## src/rtl/sprite_pkg.sv

```systemverilog
// rtl/sprite_pkg.sv - shared sprite types, kick states and geometry constants
package sprite_pkg;

    localparam int H_SIZE     = 32;
    localparam int V_SIZE     = 32;
    localparam int FRAME_SIZE = H_SIZE * V_SIZE;
    localparam int SPR_ADDR_W = 11;

    typedef enum logic [1:0] {
        IDLE     = 2'd0,
        KICK     = 2'd1,
        COOLDOWN = 2'd2
    } kick_state_t;

    typedef struct packed {
        logic [SPR_ADDR_W-1:0] addr;
        logic [2:0]            data;
    } sprite_wr_t;

endpackage

```

## src/rtl/sprite_wr_fifo.sv

```systemverilog
// rtl/sprite_wr_fifo.sv - synchronous write FIFO with occupancy count
module sprite_wr_fifo
    import sprite_pkg::*;
#(
    parameter int  DEPTH = 16,
    parameter type T     = sprite_wr_t
) (
    input  logic                 clk,
    input  logic                 reset,
    input  logic                 i_push,
    input  T                     i_data,
    input  logic                 i_pop,
    output T                     o_data,
    output logic                 o_full,
    output logic                 o_empty,
    output logic [$clog2(DEPTH):0] o_count
);

    localparam int PW = $clog2(DEPTH);

    T                r_mem [DEPTH];
    logic [PW-1:0]   r_wr_ptr;
    logic [PW-1:0]   r_rd_ptr;
    logic [PW:0]     r_count;
    logic            w_push;
    logic            w_pop;

    assign w_push  = i_push && !o_full;
    assign w_pop   = i_pop && !o_empty;
    assign o_full  = (r_count == (PW+1)'(DEPTH));
    assign o_empty = (r_count == '0);
    assign o_data  = r_mem[r_rd_ptr];
    assign o_count = r_count;

    always_ff @(posedge clk) begin
        if (w_push) begin
            r_mem[r_wr_ptr] <= i_data;
        end
    end

    // Pointers wrap naturally because DEPTH is a power of two.
    always_ff @(posedge clk) begin
        if (reset) begin
            r_wr_ptr <= '0;
            r_rd_ptr <= '0;
            r_count  <= '0;
        end else begin
            if (w_push) r_wr_ptr <= r_wr_ptr + 1'b1;
            if (w_pop)  r_rd_ptr <= r_rd_ptr + 1'b1;
            case ({w_push, w_pop})
                2'b10:   r_count <= r_count + 1'b1;
                2'b01:   r_count <= r_count - 1'b1;
                default: r_count <= r_count;
            endcase
        end
    end

endmodule

```

## src/rtl/player_sprite_ctrl.sv

```systemverilog
// rtl/player_sprite_ctrl.sv - kick animation sequencer and vblank-gated sprite RAM write scheduler
// Optional: PLAYER_KICK_QUEUE_EN queues one kick request received while a kick is in progress.
module player_sprite_ctrl
    import sprite_pkg::*;
#(
    parameter int ADDR            = 11,
    parameter int KICK_FRAMES     = 8,
    parameter int COOLDOWN_FRAMES = 16,
    parameter int FIFO_DEPTH      = 16
) (
    input  logic                          clk,
    input  logic                          reset,
    input  logic                          vblank,
    input  logic                          kick_req,
    input  logic                          wr_valid,
    input  logic [ADDR-1:0]               wr_addr,
    input  logic [2:0]                    wr_data,
    output logic                          wr_ready,
    output logic                          sel,
    output logic                          busy,
    output logic                          ram_we,
    output logic [ADDR-1:0]               ram_addr,
    output logic [2:0]                    ram_data,
    output logic [$clog2(FIFO_DEPTH):0]   fifo_count
);

    typedef struct packed {
        logic [ADDR-1:0] addr;
        logic [2:0]      data;
    } wr_entry_t;

    localparam logic [7:0] KICK_LD = 8'(KICK_FRAMES - 1);
    localparam logic [7:0] COOL_LD = (COOLDOWN_FRAMES == 0) ? 8'd0 : 8'(COOLDOWN_FRAMES - 1);

    kick_state_t     r_state;
    logic [7:0]      r_fcnt;
    logic            r_pending;
    logic            r_vblank_q;
    logic            r_sel;
    logic            r_busy;
    logic            r_ram_we;
    logic [ADDR-1:0] r_ram_addr;
    logic [2:0]      r_ram_data;

    logic            w_tick;
    logic            w_kick_q;
    logic            w_full;
    logic            w_empty;
    logic            w_push;
    logic            w_pop;
    wr_entry_t       w_in;
    wr_entry_t       w_head;

`ifdef PLAYER_KICK_QUEUE_EN
    assign w_kick_q = kick_req;
`else
    assign w_kick_q = 1'b0;
`endif

    assign w_tick   = vblank && !r_vblank_q;
    assign wr_ready = !w_full && !reset;
    assign w_push   = wr_valid && wr_ready;
    assign w_pop    = vblank && !w_empty;
    assign w_in.addr = wr_addr;
    assign w_in.data = wr_data;

    sprite_wr_fifo #(
        .DEPTH (FIFO_DEPTH),
        .T     (wr_entry_t)
    ) u_fifo (
        .clk     (clk),
        .reset   (reset),
        .i_push  (w_push),
        .i_data  (w_in),
        .i_pop   (w_pop),
        .o_data  (w_head),
        .o_full  (w_full),
        .o_empty (w_empty),
        .o_count (fifo_count)
    );

    // A request on the very tick that serves a pending kick merges into it.
    always_ff @(posedge clk) begin
        if (reset) begin
            r_state    <= IDLE;
            r_fcnt     <= 8'd0;
            r_pending  <= 1'b0;
            r_vblank_q <= 1'b0;
            r_sel      <= 1'b0;
            r_busy     <= 1'b0;
        end else begin
            r_vblank_q <= vblank;
            case (r_state)
                IDLE: begin
                    if (w_tick && r_pending) begin
                        r_state   <= KICK;
                        r_fcnt    <= KICK_LD;
                        r_pending <= 1'b0;
                        r_sel     <= 1'b1;
                        r_busy    <= 1'b1;
                    end else if (kick_req) begin
                        r_pending <= 1'b1;
                        r_busy    <= 1'b1;
                    end
                end
                KICK: begin
                    if (w_kick_q) r_pending <= 1'b1;
                    if (w_tick) begin
                        if (r_fcnt == 8'd0) begin
                            r_sel <= 1'b0;
                            if (COOLDOWN_FRAMES == 0) begin
                                r_state <= IDLE;
                                r_busy  <= r_pending || w_kick_q;
                            end else begin
                                r_state <= COOLDOWN;
                                r_fcnt  <= COOL_LD;
                            end
                        end else begin
                            r_fcnt <= r_fcnt - 8'd1;
                        end
                    end
                end
                COOLDOWN: begin
                    if (w_kick_q) r_pending <= 1'b1;
                    if (w_tick) begin
                        if (r_fcnt == 8'd0) begin
                            r_state <= IDLE;
                            r_busy  <= r_pending || w_kick_q;
                        end else begin
                            r_fcnt <= r_fcnt - 8'd1;
                        end
                    end
                end
                default: begin
                    r_state <= IDLE;
                    r_sel   <= 1'b0;
                    r_busy  <= r_pending;
                end
            endcase
        end
    end

    always_ff @(posedge clk) begin
        if (reset) begin
            r_ram_we   <= 1'b0;
            r_ram_addr <= '0;
            r_ram_data <= 3'd0;
        end else begin
            r_ram_we <= w_pop;
            if (w_pop) begin
                r_ram_addr <= w_head.addr;
                r_ram_data <= w_head.data;
            end
        end
    end

    assign sel      = r_sel;
    assign busy     = r_busy;
    assign ram_we   = r_ram_we;
    assign ram_addr = r_ram_addr;
    assign ram_data = r_ram_data;

endmodule

```

## config.mk

```make
export PLATFORM = sky130hd
export DESIGN_NAME = player_sprite_ctrl
export DESIGN_NICKNAME = d
export VERILOG_FILES = /design/src/rtl/sprite_pkg.sv /design/src/rtl/sprite_wr_fifo.sv /design/src/rtl/player_sprite_ctrl.sv
export SDC_FILE = /design/constraint.sdc
export NUM_CORES = 1
export LEC_CHECK = 0
export CAP_MARGIN = 30
export CELL_PAD_IN_SITES_DETAIL_PLACEMENT = 2
export CELL_PAD_IN_SITES_GLOBAL_PLACEMENT = 2
export CORE_ASPECT_RATIO = 1.25
export CORE_UTILIZATION = 30
export DETAILED_ROUTE_END_ITERATION = 10
export PLACE_DENSITY_LB_ADDON = 0.1
export SLEW_MARGIN = 20
export SYNTH_ARGS = -nofsm -noshare
export SYNTH_HDL_FRONTEND = slang
export SYNTH_SLANG_ARGS = --single-unit
```

## constraint.sdc

```tcl
create_clock -name clk -period 4.05 [get_ports clk]
set_input_delay 0.81 -clock clk [delete_from_list [all_inputs] [get_ports clk]]
set_output_delay 0.81 -clock clk [all_outputs]
set_load 0.02 [all_outputs]
```

Word level (Yosys, flattened, before mapping)
Memories as Yosys holds them, arrays and structs flattened. A register that Yosys moved wholly into a read port is not among the register bits.
Index checks and enable logic that the tools add are counted.
{ "op_classes": {"reduce_logical": 22, "add_sub_neg": 5, "eq_ne": 12, "bitwise": 2, "n_mux": 25} }
{ "ops": {"columns": ["op", "count"], "rows": [
  ["2-to-1 mux 8 bit", 5],
  ["one-hot mux 8 bit (3 select lines)", 1],
  ["!= test 2 bit (second input constant)", 6],
  ["2-to-1 mux 1 bit", 10],
  ["2-to-1 mux 2 bit", 5],
  ["one-hot mux 5 bit (2 select lines)", 1],
  ["AND reduction 5 bit", 2],
  ["adder 4 x 1 -> 4 bit (second input constant)", 2],
  ["logical NOT 8 bit", 1],
  ["AND reduction 4 bit", 2],
  ["subtractor 8 x 1 -> 8 bit (second input constant)", 1],
  ["logical AND 1 bit", 7],
  ["one-hot mux 1 bit (3 select lines)", 2],
  ["one-hot mux 2 bit (3 select lines)", 1],
  ["adder 5 x 1 -> 5 bit (second input constant)", 1],
  ["equality test 5 bit (second input constant)", 1],
  ["logical NOT 5 bit", 1],
  ["subtractor 5 x 1 -> 5 bit (second input constant)", 1],
  ["equality test 2 x 1 -> 1 bit (second input constant)", 2],
  ["equality test 2 bit (second input constant)", 2],
  ["logical NOT 1 bit", 4],
  ["nonzero test 2 bit", 2],
  ["!= test 3 bit (second input constant)", 1],
  ["nonzero test 3 bit", 1],
  ["3 further kinds", 4]
]} }
{ "totals": {"n_memories": 1, "mem_bits_rw": 224, "in_bits": 19, "reg_bits": 28, "out_inout_bits": 23, "elab_cells": 77} }
{ "mem_list": {"columns": ["name", "words", "width", "read_ports", "rd_ports_with_merged_regs", "wr", "line", "text"], "rows": [
  ["u_fifo.r_mem", 16, 14, 1, 1, 1, "sprite_wr_fifo.sv:21", "T r_mem [DEPTH];"]
]} }

Longest topological paths before layout
{ "logic_depth": {"word_depth": 7, "depth_mapped": 14, "ltp_nobuf": 10} }

Modules after synthesis
Synthesis repeated with hierarchy kept, for this count alone.
{ "unflattened": {"cells_unflattened": 655, "area_unflattened_um2": 10974.3} }
{ "by_module_without_submodules": {"columns": ["module", "seq_area_each_um2", "area_each_um2", "cells_each", "n_inst"], "rows": [
  ["sprite_wr_fifo", 7066.8, 9406.5, 469, 1],
  ["player_sprite_ctrl", 580.6, 1567.8, 186, 1]
]} }

Worst setup path after synthesis
No wires, ideal clock.
{ "synth_path": {"kind": "register -> register", "start": "register u_fifo.r_count[1], in the netlist u_fifo.o_count[1]", "end": "register u_fifo.r_count[2], in the netlist u_fifo.o_count[2]", "path_stages_with_launch": 15, "setup_ps": 71, "arrival_ps": 2978, "required_time_ps": 3979, "path_buffers": 4, "period_less_slack_ps": 3049, "setup_slack_ps": 1001, "cell_sequence": "dfxtp_1 buf_6 or4_4 buf_6 o211a_1 buf_2 inv_1 ha_1 clkbuf_1 xor2_1 ha_1 a21oi_1 xor2_1 or3_1 a21oi_1"} }
{ "synth_via": {"elab_chain_cells": 7, "elab_cells_between_ends": 15, "classes_between": "2 x add/sub; 3 x eq/ne; 1 x mux; 9 x reduce/logical"} }
{ "synth_rtl": {"columns": ["item", "line", "text"], "rows": [
  ["start: declaration", "sprite_wr_fifo.sv:24", "logic [PW:0] r_count;"],
  ["start signal: assignment", "sprite_wr_fifo.sv:51", "2'b10: r_count <= r_count + 1'b1;"],
  ["start signal: assignment", "sprite_wr_fifo.sv:52", "2'b01: r_count <= r_count - 1'b1;"],
  ["start signal: assignment", "sprite_wr_fifo.sv:53", "default: r_count <= r_count;"],
  ["equality test 5 bit", "sprite_wr_fifo.sv:30", "assign o_full = (r_count == (PW+1)'(DEPTH));"],
  ["logical NOT 1 bit", "sprite_wr_fifo.sv:28, player_sprite_ctrl.sv:61", null],
  ["logical AND 1 bit", "player_sprite_ctrl.sv:61", "assign wr_ready = !w_full && !reset;"],
  ["logical AND 1 bit", "player_sprite_ctrl.sv:62", "assign w_push = wr_valid && wr_ready;"],
  ["logical AND 1 bit", "sprite_wr_fifo.sv:28", "assign w_push = i_push && !o_full;"],
  ["equality test 2 x 1 -> 1 bit / equality test 2 bit (equally long branches)", "sprite_wr_fifo.sv:50", "case ({w_push, w_pop})"],
  ["one-hot mux 5 bit (2 select lines) / nonzero test 2 bit (equally long branches)", null, null]
]} }
Parallel ways exist; a longest one is shown, timed or not.
A chain may end at the register's enable or synchronous reset.

Final worst setup path
{ "layout_path": {"start": "register u_fifo.r_count[1], in the netlist u_fifo.o_count[1]", "end": "register u_fifo.r_count[4], in the netlist u_fifo.o_count[4]"} }
Same word-level chain as after synthesis.

==> summary by stage <==
Status
The flow ran to the end, and the final reports show no timing, DRC or antenna violations.

CTS
The buffer type at the clock tree root is sky130_fd_sc_hd__clkbuf_16. The number of gates resized after cts is 0. The cts-stage hold buffer count is 0. The number of clock sinks seen by CTS is 266. The later pin in the worst-skew pair is clocked with a latency of 0.55 ns. Buffers added to address setup during post-CTS repair amount to 0. The clock passes through at most 3 buffers.

The number of H-tree levels is 1. The TritonCTS clock tree is built. Counting the buffers created by CTS gives 29.

Clock-pin slew was measured on the worst setup and hold paths at 0.06 ns.

Floorplanning
The die covers 36,800 µm². The cell row count is 77. In this run the vertical extent of the chip is 214 µm. Pin placement for this block handled 42 I/O pins. The initial core utilization is 0.305.

The placeable core area is 35,500 µm². The die outline width is 172 µm.

Routing
Across all layers, the routed design uses 5,946 vias. In this run the remaining antenna-violating nets after routing total 0. The total DRC errors in the routed layout is 0. In the final routed layout, each cell accounts on average for 24.3 µm. The total routed wirelength is 28,700 µm. The number of detailed-route iterations in the first pass is 4.

The average via count per standard cell is 5.03. For this block, the initial DRC count from the detailed router was 320.

Synthesis
The count of flip-flops with a built-in enable after synthesis is 224. The fraction of synthesized cell area in xor and xnor cells is 0.00648. The main combinational cell family by area after synthesis is multiplexers. The area fraction in compound gates after synthesis is 0.0557. After synthesis, the cell types taking the most area are sky130_fd_sc_hd__edfxtp_1 62%, sky130_fd_sc_hd__mux4_2 12%, sky130_fd_sc_hd__dfxtp_1 7.8%.

Of the total synthesized cell area, the portion taken by AND, OR, NAND and NOR gates is 0.0542. The number of different library cells used by synthesis comes to 59. The dominant cell by count in the synthesized netlist is sky130_fd_sc_hd__edfxtp_1. After synthesis, the share of flip-flops with an asynchronous set or reset is 0. Synthesis inferred 266 register bits.

The cell area that synthesis handed to floorplanning was 10,800 µm². The share of the Yosys chip area taken by registers is 0.700. The top cell type by total area after synthesis is sky130_fd_sc_hd__edfxtp_1. The number of instances in the synthesized netlist is 616. The share of Yosys cell area claimed by the top area cell type is 0.622. The adder and majority gate portion of the synthesized area is 0.0162. After synthesis, the most frequently instantiated cells are 224 x sky130_fd_sc_hd__edfxtp_1, 56 x sky130_fd_sc_hd__mux4_2, 54 x sky130_fd_sc_hd__nor2_1, 42 x sky130_fd_sc_hd__dfxtp_1, 33 x sky130_fd_sc_hd__mux2i_1. The multiplexer share of the synthesized area is 0.147. Counting every net in the synthesized netlist gives 649. Each instance of the synthesized netlist takes up on average 17.5 µm². The main flop type after synthesis is sky130_fd_sc_hd__edfxtp_1. The number of warnings issued by yosys is 0.

Cells and area
The finished cells cover 12,900 µm². The total inserted antenna cells is 0. Leaving out filler cells and counting taps, the final layout contains 1,182.

The final layout contains 720 nets. The total area of multi-input combinational cells is 3070 µm². From synthesis to final layout, the design area changed by 19.0%.

The share of final-layout standard cells stronger than drive strength 1 is 0.225. Counting the fill cells in the layout gives 3,548. The total area of sequential cells is 7570 µm².

Critical path
The required time of the worst setup path is 4.54 ns. The worst setup path is launched from a flip-flop. The worst reg2reg path startpoint is u_fifo.o_count[1]. The worst setup path is captured at a flip-flop.

For the worst setup path, the data arrival time is 3.65 ns. The maximum fanout along the worst path is 10. The start-to-end type of the worst setup path is reg -> reg. The critical path starts at u_fifo.o_count[1].

Power
The analysis attributes to cell leakage a power of 0.00420 µW. The worst-case vdd ir drop is 0.000317 V. The power per unit of standard cell area is 575 nW/µm².

Worst hold path
In this run the worst hold path is classified as reg -> reg. The critical hold path startpoint is sel.

Global route
The via count of the first global-routing pass is 6,724. The global-route wire length before repair is 43,500 µm. In the global route stage, overall resource usage came out at 0.162.

The largest net degree at the start of global routing is 37. The initial antenna violation count is 1. Global routing finished with a remaining overflow of 0.

Placement
The area of placed instances is 12,000 µm². Routability-driven placement finished with a final weighted congestion of 0.713. After detailed placement, the design holds a cell count of 1,130. Before CTS, the worst setup slack after placement is 0.596 ns.

During placement, the flow inserted port buffers numbering 41. The half-perimeter wire length after detailed placement is 17,700 µm.

Timing
The sum of negative setup slack is 0 ns. Dividing the final minimum period by the clock period gives 0.778. The slew at the pin with the worst max-slew slack is 0.829 ns.

The setup violation total in the final timing report is 0. Setup repair after global routing left no endpoint under its margin. The final number of max-transition violations is 0. The smallest clock period supported by the final layout is computed as 3.15 ns.

For this run, the top clock speed supported by timing is 0.317 GHz. The clock arrives with 0.0151 ns of skew. The normalized max-slew margin is 0.444.

The number of endpoints with negative hold slack in the final report is 0. Final hold analysis gives a worst-case slack of 0.469 ns. The worst path meets setup with 0.899 ns of slack.

Job
The max-capacitance violation count is 0.
## path summary, 6_finish.rpt
path	endpoint	slack, ns	cells past startpoint
min reg2reg	sel	0.47	2
max reg2reg	u_fifo.o_count[4]	0.90	9
min	sel	0.47	2
max	u_fifo.o_count[4]	0.90	9
## flip-flops by register name, summed over array words and instances, names as in the netlist
register         count
ram_addr            11
r_pending            1
u_fifo.r_rd_ptr      4
u_fifo.r_wr_ptr      4
r_state              2
r_fcnt               8
u_fifo.r_mem       224
sel                  1
ram_we               1
busy                 1
r_vblank_q           1
ram_data             3
u_fifo.o_count       5
## report_power, final
part	internal (µW)	total, µW	switching [µW]
logic	732	1630	901
registers	3110	3300	189
clock network	1390	2460	1080
## worst max-delay path, stage by stage, from the launching register on
cell and delay (ns):
sky130_fd_sc_hd__dfxtp_1 0.42, sky130_fd_sc_hd__or4_4 0.64, sky130_fd_sc_hd__o211a_1 0.35, sky130_fd_sc_hd__inv_1 0.12, sky130_fd_sc_hd__ha_1 0.39, sky130_fd_sc_hd__ha_1 0.28, sky130_fd_sc_hd__or4b_2 0.59, sky130_fd_sc_hd__a21oi_1 0.16
sky130_fd_sc_hd__a31oi_1 0.06, sky130_fd_sc_hd__nand3_1 0.10
## stage by stage
stage / util / total power (µW)
global placement: 0.337 / 4960
CTS: 0.363 / 7550
finish: 0.363 / 7390
global route: 0.363 / 7760
detailed placement: 0.338 / 5040
floorplan: - / 4420
## per-layer routing
metal  routed length (µm)  vias to the layer above  track usage
met1                12500                     3233        0.206
met2                14900                       87        0.288
met5                    0                        -            0
met4                  508                        0       0.0395
met3                  786                       37       0.0214
li1                     -                     2589            -
## cells in the final DEF (no fill, tap or decap), types with 5 or more instances in the layout
cell type,count
sky130_fd_sc_hd__clkbuf_1,6
sky130_fd_sc_hd__clkdlybuf4s50_1,41
sky130_fd_sc_hd__mux2i_1,33
sky130_fd_sc_hd__a21oi_1,11
sky130_fd_sc_hd__nand2_1,19
sky130_fd_sc_hd__buf_4,31
sky130_fd_sc_hd__xor2_1,5
sky130_fd_sc_hd__nand2b_1,8
sky130_fd_sc_hd__clkbuf_16,29
sky130_fd_sc_hd__nand4_1,5
sky130_fd_sc_hd__inv_1,11
sky130_fd_sc_hd__nor2_2,12
sky130_fd_sc_hd__edfxtp_1,224
sky130_fd_sc_hd__ha_1,14
sky130_fd_sc_hd__dfxtp_1,39
sky130_fd_sc_hd__nor2b_1,5
sky130_fd_sc_hd__a211o_1,16
sky130_fd_sc_hd__mux4_2,56
sky130_fd_sc_hd__o211ai_1,5
sky130_fd_sc_hd__clkinv_2,5
sky130_fd_sc_hd__nor2_1,42
## cell families after synthesis
kind of cell	Yosys count
XOR/XNOR	8
AND/OR/NAND/NOR	119
buffers and inverters	46
AO/OA/AOI/OAI	74
flip-flops	266
multiplexers	89
adder cells (fa/ha/maj)	14
## layout make-up
cell class                 instances  share of cell area
multi-input combinational        304               0.239
inverter                          11             0.00321
clock buffer                      39              0.0625
tap                              474              0.0461
sequential                       266               0.589
clock inverter                    13             0.00574
timing repair buffer              75              0.0547
(Power assumes the default switching activity.)
